===== src/rtl/regsel_pkg.sv =====
`default_nettype none
// ============================================================================
// Module      : regsel_pkg
// Description : Shared state encoding and source-select constants for the
//               multi-source register select decoder.
// Revision    : 1.0 - initial release
// ============================================================================
package regsel_pkg;

    typedef enum logic [0:0] {
        IDLE = 1'b0,
        WALK = 1'b1
    } regselState_e;

    // Source select: 0 picks the microsequencer, SRC_OP + k picks operand field k
    localparam int SRC_USEQ = 0;
    localparam int SRC_OP   = 1;

endpackage
`default_nettype wire


===== src/rtl/regsel_prienc.sv =====
`default_nettype none
// ============================================================================
// Module      : regsel_prienc
// Description : First-set-bit finder; dir=0 returns the lowest set bit,
//               dir=1 the highest. valid is low for an empty mask.
// Revision    : 1.0 - initial release
// ============================================================================
module regsel_prienc
    import regsel_pkg::*;
#(
    parameter int N = 8,
    parameter int W = 3
) (
    input  logic [N-1:0] mask,
    input  logic         dir,
    output logic [W-1:0] idx,
    output logic         valid
);

    // The last match in loop order wins, so each loop scans toward the wanted end
    always_comb begin
        idx   = '0;
        valid = |mask;
        if (dir) begin
            for (int i = 0; i < N; i++) begin
                if (mask[i]) idx = W'(i);
            end
        end else begin
            for (int i = N - 1; i >= 0; i--) begin
                if (mask[i]) idx = W'(i);
            end
        end
    end

endmodule
`default_nettype wire


===== src/rtl/regsel_multi.sv =====
`default_nettype none
// ============================================================================
// Module      : regsel_multi
// Description : Registered one-hot OE/load register select with a
//               register-list walker. Optional macro REGSEL_CONFLICT_EN
//               enables the registered OE/load collision flag.
// Revision    : 1.0 - initial release
// ============================================================================
module regsel_multi
    import regsel_pkg::*;
#(
    parameter  int NREGS = 8,
    parameter  int NOPS  = 3,
    localparam int SELW  = $clog2(NREGS),
    localparam int SRCW  = $clog2(NOPS + 1)
) (
    input  logic                 clk,
    input  logic                 reset_n,
    input  logic                 oe,
    input  logic                 load,
    input  logic [SRCW-1:0]      oe_src_sel,
    input  logic [SRCW-1:0]      load_src_sel,
    input  logic [SELW-1:0]      useq_sel_oe,
    input  logic [SELW-1:0]      useq_sel_load,
    input  logic [NOPS*SELW-1:0] ops,
    input  logic                 list_start,
    input  logic [NREGS-1:0]     list_mask,
    input  logic                 list_dir,
    input  logic                 list_is_load,
    input  logic                 step_en,
    input  logic                 list_abort,
    output logic [NREGS-1:0]     reg_oes,
    output logic [NREGS-1:0]     reg_loads,
    output logic                 list_busy,
    output logic [SELW-1:0]      list_idx,
    output logic                 list_done,
    output logic                 conflict
);

    // Indices at or beyond NREGS match no bit and yield an all-zero vector
    function automatic logic [NREGS-1:0] toOnehot(input logic [SELW-1:0] idx);
        logic [NREGS-1:0] v;
        for (int i = 0; i < NREGS; i++) begin
            v[i] = (idx == SELW'(i));
        end
        return v;
    endfunction

    // Source values above NOPS match nothing and leave the vector at zero
    function automatic logic [NREGS-1:0] decodeVec(
        input logic                 en,
        input logic [SRCW-1:0]      src,
        input logic [SELW-1:0]      useqIdx,
        input logic [NOPS*SELW-1:0] fields
    );
        logic [NREGS-1:0] v;
        v = '0;
        if (en) begin
            if (src == SRCW'(SRC_USEQ)) v = toOnehot(useqIdx);
            for (int k = 0; k < NOPS; k++) begin
                if (src == SRCW'(SRC_OP + k)) v = toOnehot(fields[k*SELW +: SELW]);
            end
        end
        return v;
    endfunction

    regselState_e     r_state;
    regselState_e     w_stateNext;
    logic [NREGS-1:0] r_walkMask;
    logic [NREGS-1:0] w_walkMaskNext;
    logic             r_walkDir;
    logic             w_walkDirNext;
    logic             r_walkIsLoad;
    logic             w_walkIsLoadNext;
    logic [SELW-1:0]  r_walkIdx;
    logic [SELW-1:0]  w_walkIdxNext;
    logic             r_done;
    logic             w_doneNext;
    logic [NREGS-1:0] r_oes;
    logic [NREGS-1:0] r_loads;
    logic [NREGS-1:0] w_nextOes;
    logic [NREGS-1:0] w_nextLoads;

    logic [NREGS-1:0] w_remainMask;
    logic [SELW-1:0]  w_startIdx;
    logic             w_startValid;
    logic [SELW-1:0]  w_stepIdx;
    logic             w_stepValid;

    assign w_remainMask = r_walkMask & ~toOnehot(r_walkIdx);

    regsel_prienc #(
        .N (NREGS),
        .W (SELW)
    ) u_startEnc (
        .mask  (list_mask),
        .dir   (list_dir),
        .idx   (w_startIdx),
        .valid (w_startValid)
    );

    regsel_prienc #(
        .N (NREGS),
        .W (SELW)
    ) u_stepEnc (
        .mask  (w_remainMask),
        .dir   (r_walkDir),
        .idx   (w_stepIdx),
        .valid (w_stepValid)
    );

    always_ff @(posedge clk or negedge reset_n) begin
        if (!reset_n) begin
            r_state      <= IDLE;
            r_walkMask   <= '0;
            r_walkDir    <= 1'b0;
            r_walkIsLoad <= 1'b0;
            r_walkIdx    <= '0;
            r_done       <= 1'b0;
            r_oes        <= '0;
            r_loads      <= '0;
        end else begin
            r_state      <= w_stateNext;
            r_walkMask   <= w_walkMaskNext;
            r_walkDir    <= w_walkDirNext;
            r_walkIsLoad <= w_walkIsLoadNext;
            r_walkIdx    <= w_walkIdxNext;
            r_done       <= w_doneNext;
            r_oes        <= w_nextOes;
            r_loads      <= w_nextLoads;
        end
    end

    always_comb begin
        w_stateNext      = r_state;
        w_walkMaskNext   = r_walkMask;
        w_walkDirNext    = r_walkDir;
        w_walkIsLoadNext = r_walkIsLoad;
        w_walkIdxNext    = r_walkIdx;
        w_doneNext       = 1'b0;

        case (r_state)
            IDLE: begin
                w_walkIdxNext = '0;
                if (list_start && !list_abort) begin
                    if (w_startValid) begin
                        w_stateNext      = WALK;
                        w_walkMaskNext   = list_mask;
                        w_walkDirNext    = list_dir;
                        w_walkIsLoadNext = list_is_load;
                        w_walkIdxNext    = w_startIdx;
                    end else begin
                        w_doneNext = 1'b1;
                    end
                end
            end
            WALK: begin
                if (list_abort) begin
                    w_stateNext    = IDLE;
                    w_walkMaskNext = '0;
                    w_walkIdxNext  = '0;
                end else if (step_en) begin
                    if (w_stepValid) begin
                        w_walkMaskNext = w_remainMask;
                        w_walkIdxNext  = w_stepIdx;
                    end else begin
                        w_stateNext    = IDLE;
                        w_walkMaskNext = '0;
                        w_walkIdxNext  = '0;
                        w_doneNext     = 1'b1;
                    end
                end
            end
            default: begin
                w_stateNext    = IDLE;
                w_walkMaskNext = '0;
                w_walkIdxNext  = '0;
            end
        endcase

        // Outputs are registered from next-state so they line up with list_idx
        w_nextOes   = decodeVec(oe, oe_src_sel, useq_sel_oe, ops);
        w_nextLoads = decodeVec(load, load_src_sel, useq_sel_load, ops);
        if (w_stateNext == WALK) begin
            if (w_walkIsLoadNext) w_nextLoads = toOnehot(w_walkIdxNext);
            else                  w_nextOes   = toOnehot(w_walkIdxNext);
        end
    end

    assign reg_oes   = r_oes;
    assign reg_loads = r_loads;
    assign list_busy = (r_state == WALK);
    assign list_idx  = r_walkIdx;
    assign list_done = r_done;

`ifdef REGSEL_CONFLICT_EN
    logic r_conflict;

    always_ff @(posedge clk or negedge reset_n) begin
        if (!reset_n) r_conflict <= 1'b0;
        else          r_conflict <= |(w_nextOes & w_nextLoads);
    end

    assign conflict = r_conflict;
`else
    assign conflict = 1'b0;
`endif

endmodule
`default_nettype wire


===== config.mk =====
export PLATFORM = sky130hd
export DESIGN_NAME = regsel_multi
export DESIGN_NICKNAME = d
export VERILOG_FILES = /design/src/rtl/regsel_pkg.sv /design/src/rtl/regsel_prienc.sv /design/src/rtl/regsel_multi.sv
export SDC_FILE = /design/constraint.sdc
export NUM_CORES = 1
export LEC_CHECK = 0
export CAP_MARGIN = 20
export CORE_MARGIN = 10
export CORE_UTILIZATION = 60
export DETAILED_ROUTE_END_ITERATION = 7
export DONT_BUFFER_PORTS = 1
export HOLD_SLACK_MARGIN = 0.1
export PLACE_DENSITY = 0.76
export SLEW_MARGIN = 20
export SYNTH_ARGS = -nofsm -noshare
export SYNTH_HDL_FRONTEND = slang
export SYNTH_SLANG_ARGS = --single-unit

===== constraint.sdc =====
create_clock -name clk -period 3.29 [get_ports clk]
set_input_delay 0.329 -clock clk [delete_from_list [all_inputs] [get_ports clk]]
set_output_delay 0.329 -clock clk [all_outputs]
set_load 0.02 [all_outputs]

# Word-level counts from Yosys, hierarchy flattened
# Cells that the tools add are included.
# word_totals
register_bits,31
input_bits,36
out_inout_bits,22
elab_cells,157
# op_classes
n_eq_ne,58
muxes,73
bitwise_logic,3
reduce_logical,15
# op_table
op,n
8-bit 2-to-1 mux,19
3-bit 2-to-1 mux,31
"3-bit equality test, second input constant",28
"3-bit by 2-bit equality test with 1-bit output, second input constant",14
"3-bit by 1-bit equality test with 1-bit output, second input constant",7
3-bit zero test,7
8-bit case mux with 2 select lines,1
8-bit OR reduction,2
1-bit 2-to-1 mux,15
8-bit bitwise AND,1
"2-bit equality test, second input constant",4
2-bit 2-to-1 mux,4
8-bit NOT,1
3-bit case mux with 2 select lines,1
3-bit AND reduction,2
"2-bit by 1-bit equality test with 1-bit output, second input constant",2
2-bit zero test,2
1-bit case mux with 2 select lines,2
"3-bit != test, second input constant",1
"2-bit by 1-bit != test with 1-bit output, second input constant",1
"2-bit != test, second input constant",1
1-bit logical AND,1
1-bit zero test,1
1-bit NOT,1

# Longest topological paths before layout
# depth
word_depth,19
ltp_mapped,9
depth_no_buf,7

# Hierarchy
# A second synthesis with hierarchy kept.
# hier_totals
hier_cells,296
area_unflattened_um2,2456.1
# modules_own_cells
mod,instances,cells_per_inst,area_each_um2,seq_area_each_um2
regsel_multi,1,252,2195.9,775.7
regsel_prienc,2,22,130.1,0.0

# Worst setup path before layout
# No wires, ideal clock.
# synth_timing
path_type,reg2reg
start,register r_walkIdx[0] (netlist: list_idx[0])
end,register r_oes[1] (netlist: reg_oes[1])
setup_time_ns,0.120
arrival_time_ns,2.240
t_required_ns,3.170
setup_slack_ns,0.931
path_stages_with_launch,8
n_path_buf,1
period_less_slack_ns,2.359
path_cell_list,dfrtp_1 buf_6 mux2_4 o32a_4 o41ai_4 o22ai_2 nor2b_4 a31o_1
# synth_between
elab_chain_cells,19
word_cells_on_any_way,38
cone_classes,8 x eq/ne; 26 x mux; 2 x bitwise; 2 x reduce/logical
# synth_rtl
element,line_no,text
from (decl),regsel_multi.sv:75,logic [SELW-1:0] r_walkIdx;
from (signal assigned),regsel_multi.sv:127,r_walkIdx <= w_walkIdxNext;
3-bit equality test,regsel_multi.sv:44,v[i] = (idx == SELW'(i));
8-bit NOT,regsel_multi.sv:90,assign w_remainMask = r_walkMask & ~toOnehot(r_walkIdx);
8-bit bitwise AND,regsel_multi.sv:90,
3-bit 2-to-1 mux (8 in a row),regsel_prienc.sv:30,if (mask[i]) idx = W'(i);
3-bit 2-to-1 mux,regsel_prienc.sv:24,if (dir) begin
3-bit 2-to-1 mux,regsel_multi.sv:163,if (w_stepValid) begin
3-bit 2-to-1 mux,regsel_multi.sv:162,end else if (step_en) begin
3-bit 2-to-1 mux,regsel_multi.sv:158,if (list_abort) begin
3-bit case mux with 2 select lines,regsel_multi.sv:142,case (r_state)
3-bit by 1-bit equality test with 1-bit output,regsel_multi.sv:44,
8-bit 2-to-1 mux,regsel_multi.sv:185,if (w_walkIsLoadNext) w_nextLoads = toOnehot(w_walkIdxNext);
8-bit 2-to-1 mux (*),regsel_multi.sv:184,if (w_stateNext == WALK) begin
via w_nextOes[1],regsel_multi.sv:81,logic [NREGS-1:0] w_nextOes;
to (signal assigned),regsel_multi.sv:129,r_oes <= w_nextOes;
to (decl),regsel_multi.sv:79,logic [NREGS-1:0] r_oes;
# Mark *: on every way through the listed nets, which the timed path passes. The rest lies on a longest branch.
# A chain may end at the register's enable or synchronous reset.

# Final worst setup path
# layout_timing
start,register r_walkIdx[1] (netlist: list_idx[1])
end,register r_oes[4] (netlist: reg_oes[4])
# layout_between
elab_chain_cells,19
word_cells_on_any_way,38
cone_classes,8 x eq/ne; 26 x mux; 2 x bitwise; 2 x reduce/logical
# layout_rtl
element,line_no
3-bit equality test,regsel_multi.sv:44
8-bit NOT,regsel_multi.sv:90
8-bit bitwise AND,regsel_multi.sv:90
3-bit 2-to-1 mux (8 in a row),regsel_prienc.sv:30
3-bit 2-to-1 mux,regsel_prienc.sv:24
3-bit 2-to-1 mux,regsel_multi.sv:163
3-bit 2-to-1 mux,regsel_multi.sv:162
3-bit 2-to-1 mux,regsel_multi.sv:158
3-bit case mux with 2 select lines,regsel_multi.sv:142
3-bit equality test,regsel_multi.sv:44
8-bit 2-to-1 mux,regsel_multi.sv:185
8-bit 2-to-1 mux (*),regsel_multi.sv:184
via w_nextOes[4],regsel_multi.sv:81
# Marks and branches as above.

==> run metrics <==
RSZ-0062 raised after global routing false; IO Count 58; Synth Instances 329; Least-Margin Pin Slew roughly 0.79 ns; dpl cells 361; CTS root buffer clkbuf_8; depth of the CTS H-tree 2; share of the synthesized area in the top cell type 29.29%; cts hold-fix bufs 2; Fmax 389.6 MHz; average size of a mapped cell about 8 sq um; DR WL/cell 20.34 um; fillers 391; Core ar. 0.004324 sq mm; GRT Util Overall 20.05%; gpl congestion 0.9362; outcome completed; prevailing post-synth register cell dfrtp_1; Port Buffer Count 0; total gr overflow 0; most frequent cells in the layout 40 x nand2_1, 37 x o21ai_0, 31 x dfrtp_1; Arr. time, crit path 2.71 ns; nets 354; PwrDens 499.0 mW/mm^2; TritonCTS buffer count 5; Max-slew headroom 47.11%; Startpoint Class flop; postcts setup bufs 0; met2 capacity usage during global routing 29.60%; Via density around 7.0; Crit. End Element flop; power after layout between 1 and 1.5 mW; most common cell after layout, fill and taps aside nand2_1; clock tree from TritonCTS built; Die Wd 86.44 um; Final period util 78.01%; WP data required 3.43 ns; final non-filler cell total approximately 370; Clock transition at path regs ~0.070 ns; worst hold slack 0.1699 ns; peak fanout along the critical path 21; deepest clock path buffer count 2; M1 GR Usage 25.87%; Max Clock Skew about 0.010 ns; EDFF count, synth 0; worst min-delay path class input pin to flop; grt met3 use 6.942%; P&R area growth vs syn 4.676%; Tmin final ~2.6 ns; ANT nets after route 0; setup violators final 0; initial core utilization around three fifths; mapped cell area 0.002649 sq mm; sequential area share after synthesis between 20% and 30%; number of remaining DRC errors 0; GRT Max-Usage Layer met2; YS warnings 0; post_cts resized 0; final wirelength 7545 um; Max-Cap Viols 0; Die Height 86.44 um; Yosys top cell by area dfrtp_1; Cell variety after synth 60; Site Rows 24; 1st-pass router iterations 5; crit path kind flop to flop; top cells by area, synth dfrtp_1 29%, o21ai_0 7.0%, nand2_1 5.7%, nand2b_1 4.5%, o32ai_1 4.3%; vias in the first global route 2421; Lkg Pwr 1.066 nW; final setup TNS 0 ns; DP HPWL 5539 um; die area about 0.0075 sq mm; TritonCTS Sinks 31; async set or reset register ratio after synthesis 100.0%; max-slew violations 0; diodes inserted 0; DRT iter0 DRCs 388; share of layout cells above drive strength 1 11.29%; DR vias about 2600; first-pass GRT wire length 12250 um; largest net degree at the start of global routing 32; worst skew pair latency 0.29 ns; antenna violations before repair 0; post-synthesis register bit count 31; Peak supply drop a little under 0.3 mV; syn nets approximately 370; Fin. Hold Viols 0
==> registers in the layout, indices dropped and copies added (netlist names) <==
signal,flops
r_walkDir,1
r_walkMask,8
reg_loads,8
reg_oes,8
r_walkIsLoad,1
list_idx,3
list_done,1
list_busy,1
==> final cells by class <==
cell class	count	area [sq um]	share of cell area (%)
clock inverters	2	35.03	1.264
well taps	52	65.06	2.347
flip-flops and latches	31	775.7	27.98
clock buffers	6	82.58	2.978
multi-input cells	264	1717	61.91
repair buffers	6	60.06	2.166
inverters	10	37.54	1.354
==> per-stage QoR <==
stage          setup slack [ns]  utilization, %  instance area [sq um]
3_5_place_dp             0.7331           60.71                   2625
3_3_place_gp             0.7730           60.71                   2625
6_report                 0.7235           64.12                   2773
4_1_cts                  0.7298           64.12                   2773
2_1_floorplan            0.9307               -                   2649
5_1_grt                  0.5041           64.12                   2773
==> cells by family after synthesis <==
logic type / after synthesis / share of synthesized area (%)
multiplexers: 7 / 2.976
AND/OR/NAND/NOR: 125 / 24.37
flip-flops: 31 / 29.29
other: 1 / 0.1416
AO/OA/AOI/OAI: 131 / 37.32
buffers and inverters: 34 / 5.904
==> synth_stat cells, types with 4 or more instances <==
cell type  number
nand2_1        40
o21ai_0        37
dfrtp_1        31
nor2_1         24
nand2b_1       19
o211ai_1       14
o22ai_1        14
o32ai_1        13
clkbuf_1       12
inv_1           9
nand3_1         8
a21oi_1         7
a22o_1          7
nor2b_1         6
nor3_1          6
a41o_1          5
and3b_1         5
a31oi_1         4
buf_2           4
==> metal layers <==
metal / part of all wire [%] / routed length, um / vias up
met2: 47 / 3575 / 134
li1: - / - / 1228
met4: 2.4 / 179 / 0
met3: 9.9 / 749 / 21
met5: 0 / 0 / -
met1: 40 / 3040 / 1212
==> critical path, cell delays in order (launching register included) <==
cell	delay [ns]
dfrtp_1	0.86
mux2_2	0.41
o22ai_1	0.11
o221ai_1	0.13
a41o_1	0.28
o211ai_4	0.44
o32ai_1	0.19
==> where the power goes <==
part,switching [mW],internal (mW)
Clock,0.149,0.245
Sequential,0.118,0.434
Combinational,0.249,0.188
==> final timing paths <==
kind / endpoint / cells after the start / slack, ns / start
max: reg_oes[4] / 6 / 0.72 / list_idx[1]
min: r_walkMask[6] / 1 / 0.17 / list_mask[6]
max reg2reg: reg_oes[4] / 6 / 0.72 / list_idx[1]
min reg2reg: r_walkMask[7] / 1 / 0.64 / r_walkMask[7]
max in group asynchronous: r_walkIsLoad / 2 / 2.63 / reset_n
min in group asynchronous: r_walkMask[3] / 2 / 0.49 / reset_n
Note: power is estimated with default switching activity, not from simulation.
